$ cat config.mk
export PLATFORM = sky130hd
export DESIGN_NAME = hazard_ctrl_flat
export DESIGN_NICKNAME = d
export VERILOG_FILES = /design/src/rtl/hazard_ctrl_if.sv /design/src/rtl/hazard_ctrl.sv /design/src/flat_wrapper.sv
export SDC_FILE = /design/constraint.sdc
export NUM_CORES = 1
export LEC_CHECK = 0
export CORE_UTILIZATION = 32
export CTS_CLUSTER_DIAMETER = 30
export DETAILED_ROUTE_END_ITERATION = 12
export GPL_TIMING_DRIVEN = 0
export HOLD_SLACK_MARGIN = 0.06
export SYNTH_ARGS = -nofsm -noshare
export SYNTH_HDL_FRONTEND = slang
export SYNTH_SLANG_ARGS = --single-unit
$ cat constraint.sdc
create_clock -name clk_i -period 4.15 [get_ports clk_i]
set_input_delay 1.0375 -clock clk_i [delete_from_list [all_inputs] [get_ports clk_i]]
set_output_delay 1.0375 -clock clk_i [all_outputs]
set_load 0.02 [all_outputs]
$ cat src/rtl/hazard_ctrl_if.sv
// Hazard-control bundle between the pipeline registers and hazard_ctrl.
// The pipeline side is the master; the controller is the slave.
interface hazard_ctrl_if #(
  parameter int REG_W = 5,
  parameter int CNT_W = 16
);
  logic             idex_memread_i;
  logic [REG_W-1:0] idex_rt_i;
  logic             idex_mul_i;
  logic [REG_W-1:0] ifid_rs_i;
  logic [REG_W-1:0] ifid_rt_i;
  logic             ifid_rt_used_i;
  logic             branch_taken_i;
  logic             jump_i;
  logic             pc_write_o;
  logic             ifid_write_o;
  logic             ifid_flush_o;
  logic             idex_flush_o;
  logic             idex_hold_o;
  logic             exmem_flush_o;
  logic             busy_o;
  logic [CNT_W-1:0] stall_cnt_o;

  modport master (
    output idex_memread_i, idex_rt_i, idex_mul_i, ifid_rs_i, ifid_rt_i,
           ifid_rt_used_i, branch_taken_i, jump_i,
    input  pc_write_o, ifid_write_o, ifid_flush_o, idex_flush_o,
           idex_hold_o, exmem_flush_o, busy_o, stall_cnt_o
  );

  modport slave (
    input  idex_memread_i, idex_rt_i, idex_mul_i, ifid_rs_i, ifid_rt_i,
           ifid_rt_used_i, branch_taken_i, jump_i,
    output pc_write_o, ifid_write_o, ifid_flush_o, idex_flush_o,
           idex_hold_o, exmem_flush_o, busy_o, stall_cnt_o
  );
endinterface

$ cat src/rtl/hazard_ctrl.sv
// Hazard controller for the 5-stage MIPS pipeline: multi-cycle load-use and
// multiplier stalls, branch/jump flushing and a saturating stall counter.
module hazard_ctrl #(
  parameter int REG_W    = 5,
  parameter int LOAD_LAT = 1,
  parameter int MUL_LAT  = 4,
  parameter int CNT_W    = 16
) (
  input  logic         clk_i,
  input  logic         rst_i,
  hazard_ctrl_if.slave hz
);

  typedef enum logic [1:0] {RUN, LD_STALL, MUL_BUSY} state_e;

  localparam logic [3:0] LD_CNT  = 4'(LOAD_LAT - 1);
  localparam logic [3:0] MUL_CNT = 4'(MUL_LAT - 1);

  state_e           state_q, state_d;
  logic [3:0]       cnt_q, cnt_d;
  logic [CNT_W-1:0] stall_cnt_q, stall_cnt_d;
  logic             lu;
  logic             pc_write, ifid_write, ifid_flush, idex_flush, idex_hold, exmem_flush;

  // Register zero never carries a real dependency.
  always_comb begin
    lu = hz.idex_memread_i && (hz.idex_rt_i != {REG_W{1'b0}}) &&
         ((hz.ifid_rs_i == hz.idex_rt_i) ||
          (hz.ifid_rt_used_i && (hz.ifid_rt_i == hz.idex_rt_i)));
  end

  always_ff @(posedge clk_i) begin
    if (rst_i) begin
      state_q     <= RUN;
      cnt_q       <= 4'd0;
      stall_cnt_q <= '0;
    end else begin
      state_q     <= state_d;
      cnt_q       <= cnt_d;
      stall_cnt_q <= stall_cnt_d;
    end
  end

  always_comb begin
    state_d = state_q;
    cnt_d   = cnt_q;
    if (hz.branch_taken_i) begin
      state_d = RUN;
      cnt_d   = 4'd0;
    end else begin
      case (state_q)
        MUL_BUSY, LD_STALL: begin
          cnt_d = cnt_q - 4'd1;
          if (cnt_q == 4'd1) state_d = RUN;
        end
        default: begin
          if (hz.idex_mul_i) begin
            if (MUL_LAT > 1) begin
              state_d = MUL_BUSY;
              cnt_d   = MUL_CNT;
            end
          end else if (lu) begin
            if (LOAD_LAT > 1) begin
              state_d = LD_STALL;
              cnt_d   = LD_CNT;
            end
          end
        end
      endcase
    end
    stall_cnt_d = stall_cnt_q;
    if (!pc_write && !(&stall_cnt_q))
      stall_cnt_d = stall_cnt_q + {{(CNT_W-1){1'b0}}, 1'b1};
  end

  // Multiply takes precedence over load-use when both are flagged in RUN.
  always_comb begin
    pc_write    = 1'b1;
    ifid_write  = 1'b1;
    ifid_flush  = 1'b0;
    idex_flush  = 1'b0;
    idex_hold   = 1'b0;
    exmem_flush = 1'b0;
    if (!rst_i) begin
      if (hz.branch_taken_i) begin
        ifid_flush  = 1'b1;
        idex_flush  = 1'b1;
        exmem_flush = 1'b1;
      end else if (state_q == MUL_BUSY || (state_q == RUN && hz.idex_mul_i)) begin
        pc_write    = 1'b0;
        ifid_write  = 1'b0;
        idex_hold   = 1'b1;
        exmem_flush = 1'b1;
      end else if (state_q == LD_STALL || (state_q == RUN && lu)) begin
        pc_write    = 1'b0;
        ifid_write  = 1'b0;
        idex_flush  = 1'b1;
      end else if (hz.jump_i) begin
        ifid_flush  = 1'b1;
      end
    end
  end

  assign hz.pc_write_o    = pc_write;
  assign hz.ifid_write_o  = ifid_write;
  assign hz.ifid_flush_o  = ifid_flush;
  assign hz.idex_flush_o  = idex_flush;
  assign hz.idex_hold_o   = idex_hold;
  assign hz.exmem_flush_o = exmem_flush;
  assign hz.busy_o        = (state_q != RUN);
  assign hz.stall_cnt_o   = stall_cnt_q;

endmodule

$ cat src/flat_wrapper.sv
// flat-port wrapper written by rule: the top's interface ports become plain ports
module hazard_ctrl_flat 
#(
  parameter int REG_W    = 5,
  parameter int LOAD_LAT = 1,
  parameter int MUL_LAT  = 4,
  parameter int CNT_W    = 16
)
  (clk_i, rst_i, hz_idex_memread_i, hz_idex_rt_i, hz_idex_mul_i, hz_ifid_rs_i, hz_ifid_rt_i, hz_ifid_rt_used_i, hz_branch_taken_i, hz_jump_i, hz_pc_write_o, hz_ifid_write_o, hz_ifid_flush_o, hz_idex_flush_o, hz_idex_hold_o, hz_exmem_flush_o, hz_busy_o, hz_stall_cnt_o);
  hazard_ctrl_if #(.REG_W(REG_W), .CNT_W(CNT_W)) hz_i ();
  input  logic clk_i;
  input  logic rst_i;
  input wire logic [$bits(hz_i.idex_memread_i)-1:0] hz_idex_memread_i;
  input wire logic [$bits(hz_i.idex_rt_i)-1:0] hz_idex_rt_i;
  input wire logic [$bits(hz_i.idex_mul_i)-1:0] hz_idex_mul_i;
  input wire logic [$bits(hz_i.ifid_rs_i)-1:0] hz_ifid_rs_i;
  input wire logic [$bits(hz_i.ifid_rt_i)-1:0] hz_ifid_rt_i;
  input wire logic [$bits(hz_i.ifid_rt_used_i)-1:0] hz_ifid_rt_used_i;
  input wire logic [$bits(hz_i.branch_taken_i)-1:0] hz_branch_taken_i;
  input wire logic [$bits(hz_i.jump_i)-1:0] hz_jump_i;
  output wire logic [$bits(hz_i.pc_write_o)-1:0] hz_pc_write_o;
  output wire logic [$bits(hz_i.ifid_write_o)-1:0] hz_ifid_write_o;
  output wire logic [$bits(hz_i.ifid_flush_o)-1:0] hz_ifid_flush_o;
  output wire logic [$bits(hz_i.idex_flush_o)-1:0] hz_idex_flush_o;
  output wire logic [$bits(hz_i.idex_hold_o)-1:0] hz_idex_hold_o;
  output wire logic [$bits(hz_i.exmem_flush_o)-1:0] hz_exmem_flush_o;
  output wire logic [$bits(hz_i.busy_o)-1:0] hz_busy_o;
  output wire logic [$bits(hz_i.stall_cnt_o)-1:0] hz_stall_cnt_o;
  assign hz_i.idex_memread_i = hz_idex_memread_i;
  assign hz_i.idex_rt_i = hz_idex_rt_i;
  assign hz_i.idex_mul_i = hz_idex_mul_i;
  assign hz_i.ifid_rs_i = hz_ifid_rs_i;
  assign hz_i.ifid_rt_i = hz_ifid_rt_i;
  assign hz_i.ifid_rt_used_i = hz_ifid_rt_used_i;
  assign hz_i.branch_taken_i = hz_branch_taken_i;
  assign hz_i.jump_i = hz_jump_i;
  assign hz_pc_write_o = hz_i.pc_write_o;
  assign hz_ifid_write_o = hz_i.ifid_write_o;
  assign hz_ifid_flush_o = hz_i.ifid_flush_o;
  assign hz_idex_flush_o = hz_i.idex_flush_o;
  assign hz_idex_hold_o = hz_i.idex_hold_o;
  assign hz_exmem_flush_o = hz_i.exmem_flush_o;
  assign hz_busy_o = hz_i.busy_o;
  assign hz_stall_cnt_o = hz_i.stall_cnt_o;
  hazard_ctrl #(.REG_W(REG_W), .LOAD_LAT(LOAD_LAT), .MUL_LAT(MUL_LAT), .CNT_W(CNT_W)) u_core (.clk_i(clk_i), .rst_i(rst_i), .hz(hz_i));
endmodule
After elaboration in Yosys (flattened, before gate mapping)
Cells that the tools add are included.

cells by class
  equal/unequal tests = 6
  reduce and logical (&&, ||, !) cells = 19
  mux-type cells = 23
  add/sub/neg operators = 2

operators by type and width
  cell                                                    number
  two-way mux 1 bit                                       18
  adder 16 x 1 -> 16 bit (second input constant)          1
  AND reduction 16 bit                                    1
  equality test 5 bit                                     2
  two-way mux 4 bit                                       2
  logical AND 1 bit                                       6
  two-way mux 2 bit                                       3
  nonzero test 5 bit                                      1
  equality test 4 x 1 -> 1 bit (second input constant)    1
  nonzero test 2 bit                                      2
  OR reduction 2 bit                                      2
  subtractor 4 x 1 -> 4 bit (second input constant)       1
  logical OR 1 bit                                        3
  equality test 2 x 1 -> 1 bit (second input constant)    1
  equality test 2 bit (second input constant)             1
  logical NOT 1 bit                                       2
  logical NOT 2 bit                                       1
  inequality test 2 x 1 -> 1 bit (second input constant)  1
  AND reduction 2 bit                                     1

storage, ports and cells
  flip-flop bits (word level) = 22
  word-level logic and storage cells = 53

Depth between registers and ports, before layout
  depth after elaboration = 12
  depth in mapped cells = 9
  depth with buffers taken out = 7

Least setup slack after synthesis
Ideal clock, no wire load.

  kind = input to output
  from = in hz_idex_rt_i[0]
  to = out hz_pc_write_o
  data required time = 3.113 ns
  arrival time = 2.263 ns
  stages on the path = 5
  buffers on the path = 1
  path slack = 0.850 ns
  cells stage by stage = or4_1 > o21ai_2 > o21ai_0 > nand2_1 > buf_4

between the ends
  cells in the longest elaborated chain, start to end = 10
  elaborated cells on any way between the ends = 13
  those cells by class = 2 x eq/ne; 4 x mux; 7 x reduce/logical

ends and longest elaborated chain
  item                                 line                text
  from (decl)                          flat_wrapper.sv:14  input wire logic [$bits(hz_i.idex_rt_i)-1:0] hz_idex_rt_i;
  equality test 5 bit                  hazard_ctrl.sv:29   (hz.ifid_rt_used_i && (hz.ifid_rt_i == hz.idex_rt_i)));
  logical AND 1 bit                    hazard_ctrl.sv:29
  logical OR 1 bit                     hazard_ctrl.sv:28   ((hz.ifid_rs_i == hz.idex_rt_i) ||
  logical AND 1 bit (*)                hazard_ctrl.sv:27   lu = hz.idex_memread_i && (hz.idex_rt_i != {REG_W{1'b0}}) &&
  logical AND 1 bit (*)                hazard_ctrl.sv:94   end else if (state_q == LD_STALL || (state_q == RUN && lu)) begin
  logical OR 1 bit (*)                 hazard_ctrl.sv:94
  two-way mux 1 bit (*) (4 in series)  -
  to (decl)                            flat_wrapper.sv:21  output wire logic [$bits(hz_i.pc_write_o)-1:0] hz_pc_write_o;

Mark *: on every way between the ends. The rest lies on a longest branch, timed or not.

Final worst setup path
  from = in hz_idex_rt_i[0]
  to = out hz_pc_write_o

between the ends
  cells in the longest elaborated chain, start to end = 10
  elaborated cells on any way between the ends = 13
  those cells by class = 2 x eq/ne; 4 x mux; 7 x reduce/logical

ends and longest elaborated chain
  item                   line               text
  equality test 5 bit    hazard_ctrl.sv:29
  logical AND 1 bit      hazard_ctrl.sv:29
  logical OR 1 bit       hazard_ctrl.sv:28
  logical AND 1 bit (*)  hazard_ctrl.sv:27
  logical AND 1 bit (*)  hazard_ctrl.sv:94
  logical OR 1 bit (*)   hazard_ctrl.sv:94
  two-way mux 1 bit (*)  hazard_ctrl.sv:94
  two-way mux 1 bit (*)  hazard_ctrl.sv:89  end else if (state_q == MUL_BUSY || (state_q == RUN && hz.idex_mul_i)) begin
  two-way mux 1 bit (*)  hazard_ctrl.sv:85  if (hz.branch_taken_i) begin
  two-way mux 1 bit (*)  hazard_ctrl.sv:84  if (!rst_i) begin

Marked as above.

==> flow_metrics.py <==
metrics = {
    "run_status": {
        "outcome": "complete, no violations",
    },
    "critical_path": {
        "critical_path_end_type": "output port",
        "timing.critical_path.fanout_max": 4,
        "setup.reg_to_reg.worst_slack_ns": 1.86,
        "critPathKind": "primary input to output port",
        "origin_of_the_worst_setup_path": "hz_idex_rt_i[0]",
        "critPathLaunchType": "primary input",
        "crit-reg2reg-launch": "u_core.hz.stall_cnt_o[0]",
        "worstPathRequired_ns": 3.11,
        "arrival_ns": 2.97,
    },
    "timing": {
        "setup-tns-final_ns": 0,
        "worst_pin_slew_ns": 0.476,
        "finalHoldWorstSlack_ns": 0.494,
        "slew_violations": 0,
        "unrepaired_setup_endpoints_after_global_routing": "false",
        "max-slew-margin-rel": 0.683,
        "finalHoldViolCount": 0,
        "final.min_clock_period_ns": 4.00,
        "finClkSkew_ns": 0.00253,
        "setup_viol": 0,
        "final.period_utilization": 0.965,
        "fmax_ghz": 0.250,
    },
    "global_routing": {
        "first_global_vias": 1231,
        "grt_max_degree": 12,
        "gr-total-overflow": 0,
        "grt_use_total": 0.172,
        "initial_antenna_violation_count": 0,
        "wire_length_of_the_first_global_routing_pass_um": 5580,
    },
    "power_and_ir_drop": {
        "net_switching_power_figure_mw": 0.108,
        "power_switching_share": 0.255,
        "p_seq_frac": 0.488,
        "power_per_cell_area_mw_per_mm2": 238,
        "power_report.internal_total_mw": 0.316,
        "power.combinational.fraction": 0.194,
        "power_leakage_nw": 0.598,
        "irDropWorstVdd_v": 0.000113,
        "clock_power_share": 0.317,
    },
    "layout": {
        "share_of_layout_cells_above_drive_strength_1": 0.0812,
        "nets": 223,
        "synth_to_layout_area_growth_pct": 44.1,
        "antenna-diode-count": 0,
        "commonest_non_fill_non_tap_cells_in_the_layout": "clkdlybuf4s50_1, dfxtp_1, nor2_1, a21oi_1, xnor2_1",
        "mostFrequentLayoutCell": "clkdlybuf4s50_1",
    },
    "floorplanning": {
        "initial_utilization": 0.335,
        "floorplan.die_area_mm2": 0.00412,
        "dieHeight_um": 64.2,
        "rows": 22,
        "core_area_mm2": 0.00369,
        "die_w_um": 64.2,
        "io-pin-count": 45,
    },
    "flow_run": {
        "max_cap_viols": 0,
    },
    "clock_network": {
        "cts-htree-levels": 1,
        "tritoncts.num_buffers": 3,
        "tritoncts": "yes",
        "numClockSinks": 21,
        "worstSkewPairLatency_ns": 0.26,
        "clock-root-buffer": "clkbuf_8",
        "cts_max_path_buffers": 2,
        "worst_setup_hold_path_clk_slew_ns": 0.08,
    },
    "place": {
        "place.gp.congestion": 0.759,
        "place.port_buffers": 44,
        "dp_hpwl_um": 2570,
    },
    "synth": {
        "syn_area_per_cell_um2": 8.30,
        "synth.distinct_cells": 45,
        "netlist_instances": 149,
        "synth_edf_count": 0,
        "synth.yosys.seq_area_share": 0.340,
        "async_reset_ff_frac": 0,
        "ys_ff_latch": 21,
        "synthFlopType": "dfxtp_1",
        "synth_fp_nets": 174,
        "synthesis.area_mm2": 0.00124,
        "synth_warnings": 0,
    },
    "detailed_routing": {
        "via_count": 1299,
        "drt_first_pass_iters": 4,
        "ant_nets": 0,
        "drcViolationCount": 0,
        "wl_per_cell_um": 13.9,
        "detailed_route_wire_length_um": 3410,
        "detailed_route_vias_per_instance": 5.30,
        "drtIter0Drc": 108,
    },
    "worst_hold_path": {
        "min_path_type": "register to register",
        "min_from": "u_core.cnt_q[3]",
    },
}
[state kept, by name (all words and copies together), names as in the netlist]
name,count
u_core.hz.stall_cnt_o,16
u_core.cnt_q,4
u_core.state_q,1
[final cells by class]
class / count / area [µm²]
multi-input cells: 116 / 747
well taps: 48 / 60.1
flip-flops and latches: 21 / 420
clock buffers: 4 / 45.0
plain buffers: 7 / 51.3
inverters: 5 / 18.8
repair buffers: 44 / 439
fillers: 374 / 1910
[power groups by stage]
stage	Clock (mW)	Sequential, mW	Combinational [mW]
after floorplan	0	0.213	0.0412
after CTS	0.139	0.207	0.0828
after global routing	0.150	0.207	0.0891
final	0.134	0.207	0.0824
after global placement	0	0.211	0.0817
after detailed placement	0	0.212	0.0837
[critical path, stage by stage]
cell and delay [ns]:
clkdlybuf4s50_1 0.47, or4_1 0.56, o21ai_2 0.22, o21ai_1 0.13
nand2_1 0.13, buf_4 0.11, dlygate4sd2_1 0.32
[through the flow]
stage / setup slack [ns] / area, µm² / power, mW / instances / utilization
floorplan: 0.850 / 1240 / 0.254 / 149 / -
global placement: -0.170 / 1740 / 0.293 / 241 / 0.471
detailed placement: -0.197 / 1740 / 0.295 / 241 / 0.471
CTS: 0.00342 / 1780 / 0.429 / 245 / 0.482
global route: 0.0589 / 1780 / 0.446 / 245 / 0.483
finish: 0.147 / 1780 / 0.424 / 245 / 0.483
[repair_timing]
| item | in CTS | in global routing |
|---|---|---|
| resized for setup | 3 | 4 |
| gates cloned | 0 | 0 |
| setup buffers | 0 | 0 |
| hold buffers | 0 | 0 |
| endpoints found under the setup margin | 3 | 3 |
[kinds of logic (layout without fill, tap and decap cells)]
family	after synthesis	after routing	share of synthesized area
buffers and inverters	12	60	0.0557
xor gates and xnor gates	12	12	0.0850
DFF	21	21	0.340
and+or+nand+nor	59	59	0.257
AOI/OAI and AO/OA	40	40	0.215
adders and majority gates	3	3	0.0304
muxes	2	2	0.0172
[cell usage after synthesis (all sizes together), types with 2 or more instances]
| library cell | instances | area share |
|---|---|---|
| o21ai | 10 | 0.044 |
| or2 | 4 | 0.020 |
| a21oi | 15 | 0.070 |
| xor2 | 2 | 0.014 |
| nand3 | 8 | 0.036 |
| ha | 3 | 0.030 |
| nor2 | 13 | 0.041 |
| nand4 | 4 | 0.020 |
| and3 | 3 | 0.015 |
| buf | 5 | 0.034 |
| a311oi | 3 | 0.021 |
| dfxtp | 21 | 0.34 |
| o31ai | 3 | 0.018 |
| nand2 | 7 | 0.021 |
| xnor2 | 10 | 0.071 |
| nor3 | 4 | 0.016 |
| clkbuf | 2 | 0.0061 |
| or3 | 7 | 0.035 |
| or4 | 4 | 0.024 |
| nor4 | 2 | 0.010 |
| inv | 5 | 0.015 |
[per-layer routing]
metal / vias to the layer above / part of all wire / wire length (µm) / GRT usage
met3: 2 / 0.028 / 95 / 0.0286
met2: 30 / 0.51 / 1740 / 0.305
met4: 0 / 0.0088 / 30 / 0.0611
li1: 646 / - / - / -
met1: 621 / 0.45 / 1540 / 0.208
met5: - / 0 / 0 / 0
[final timing paths]
kind                         endpoint  cells after the start
max                     hz_pc_write_o                      7
min                   u_core.cnt_q[3]                      1
min reg2reg           u_core.cnt_q[3]                      1
max reg2reg  u_core.hz.stall_cnt_o[1]                      9
Power figures use the tool's default switching activity.
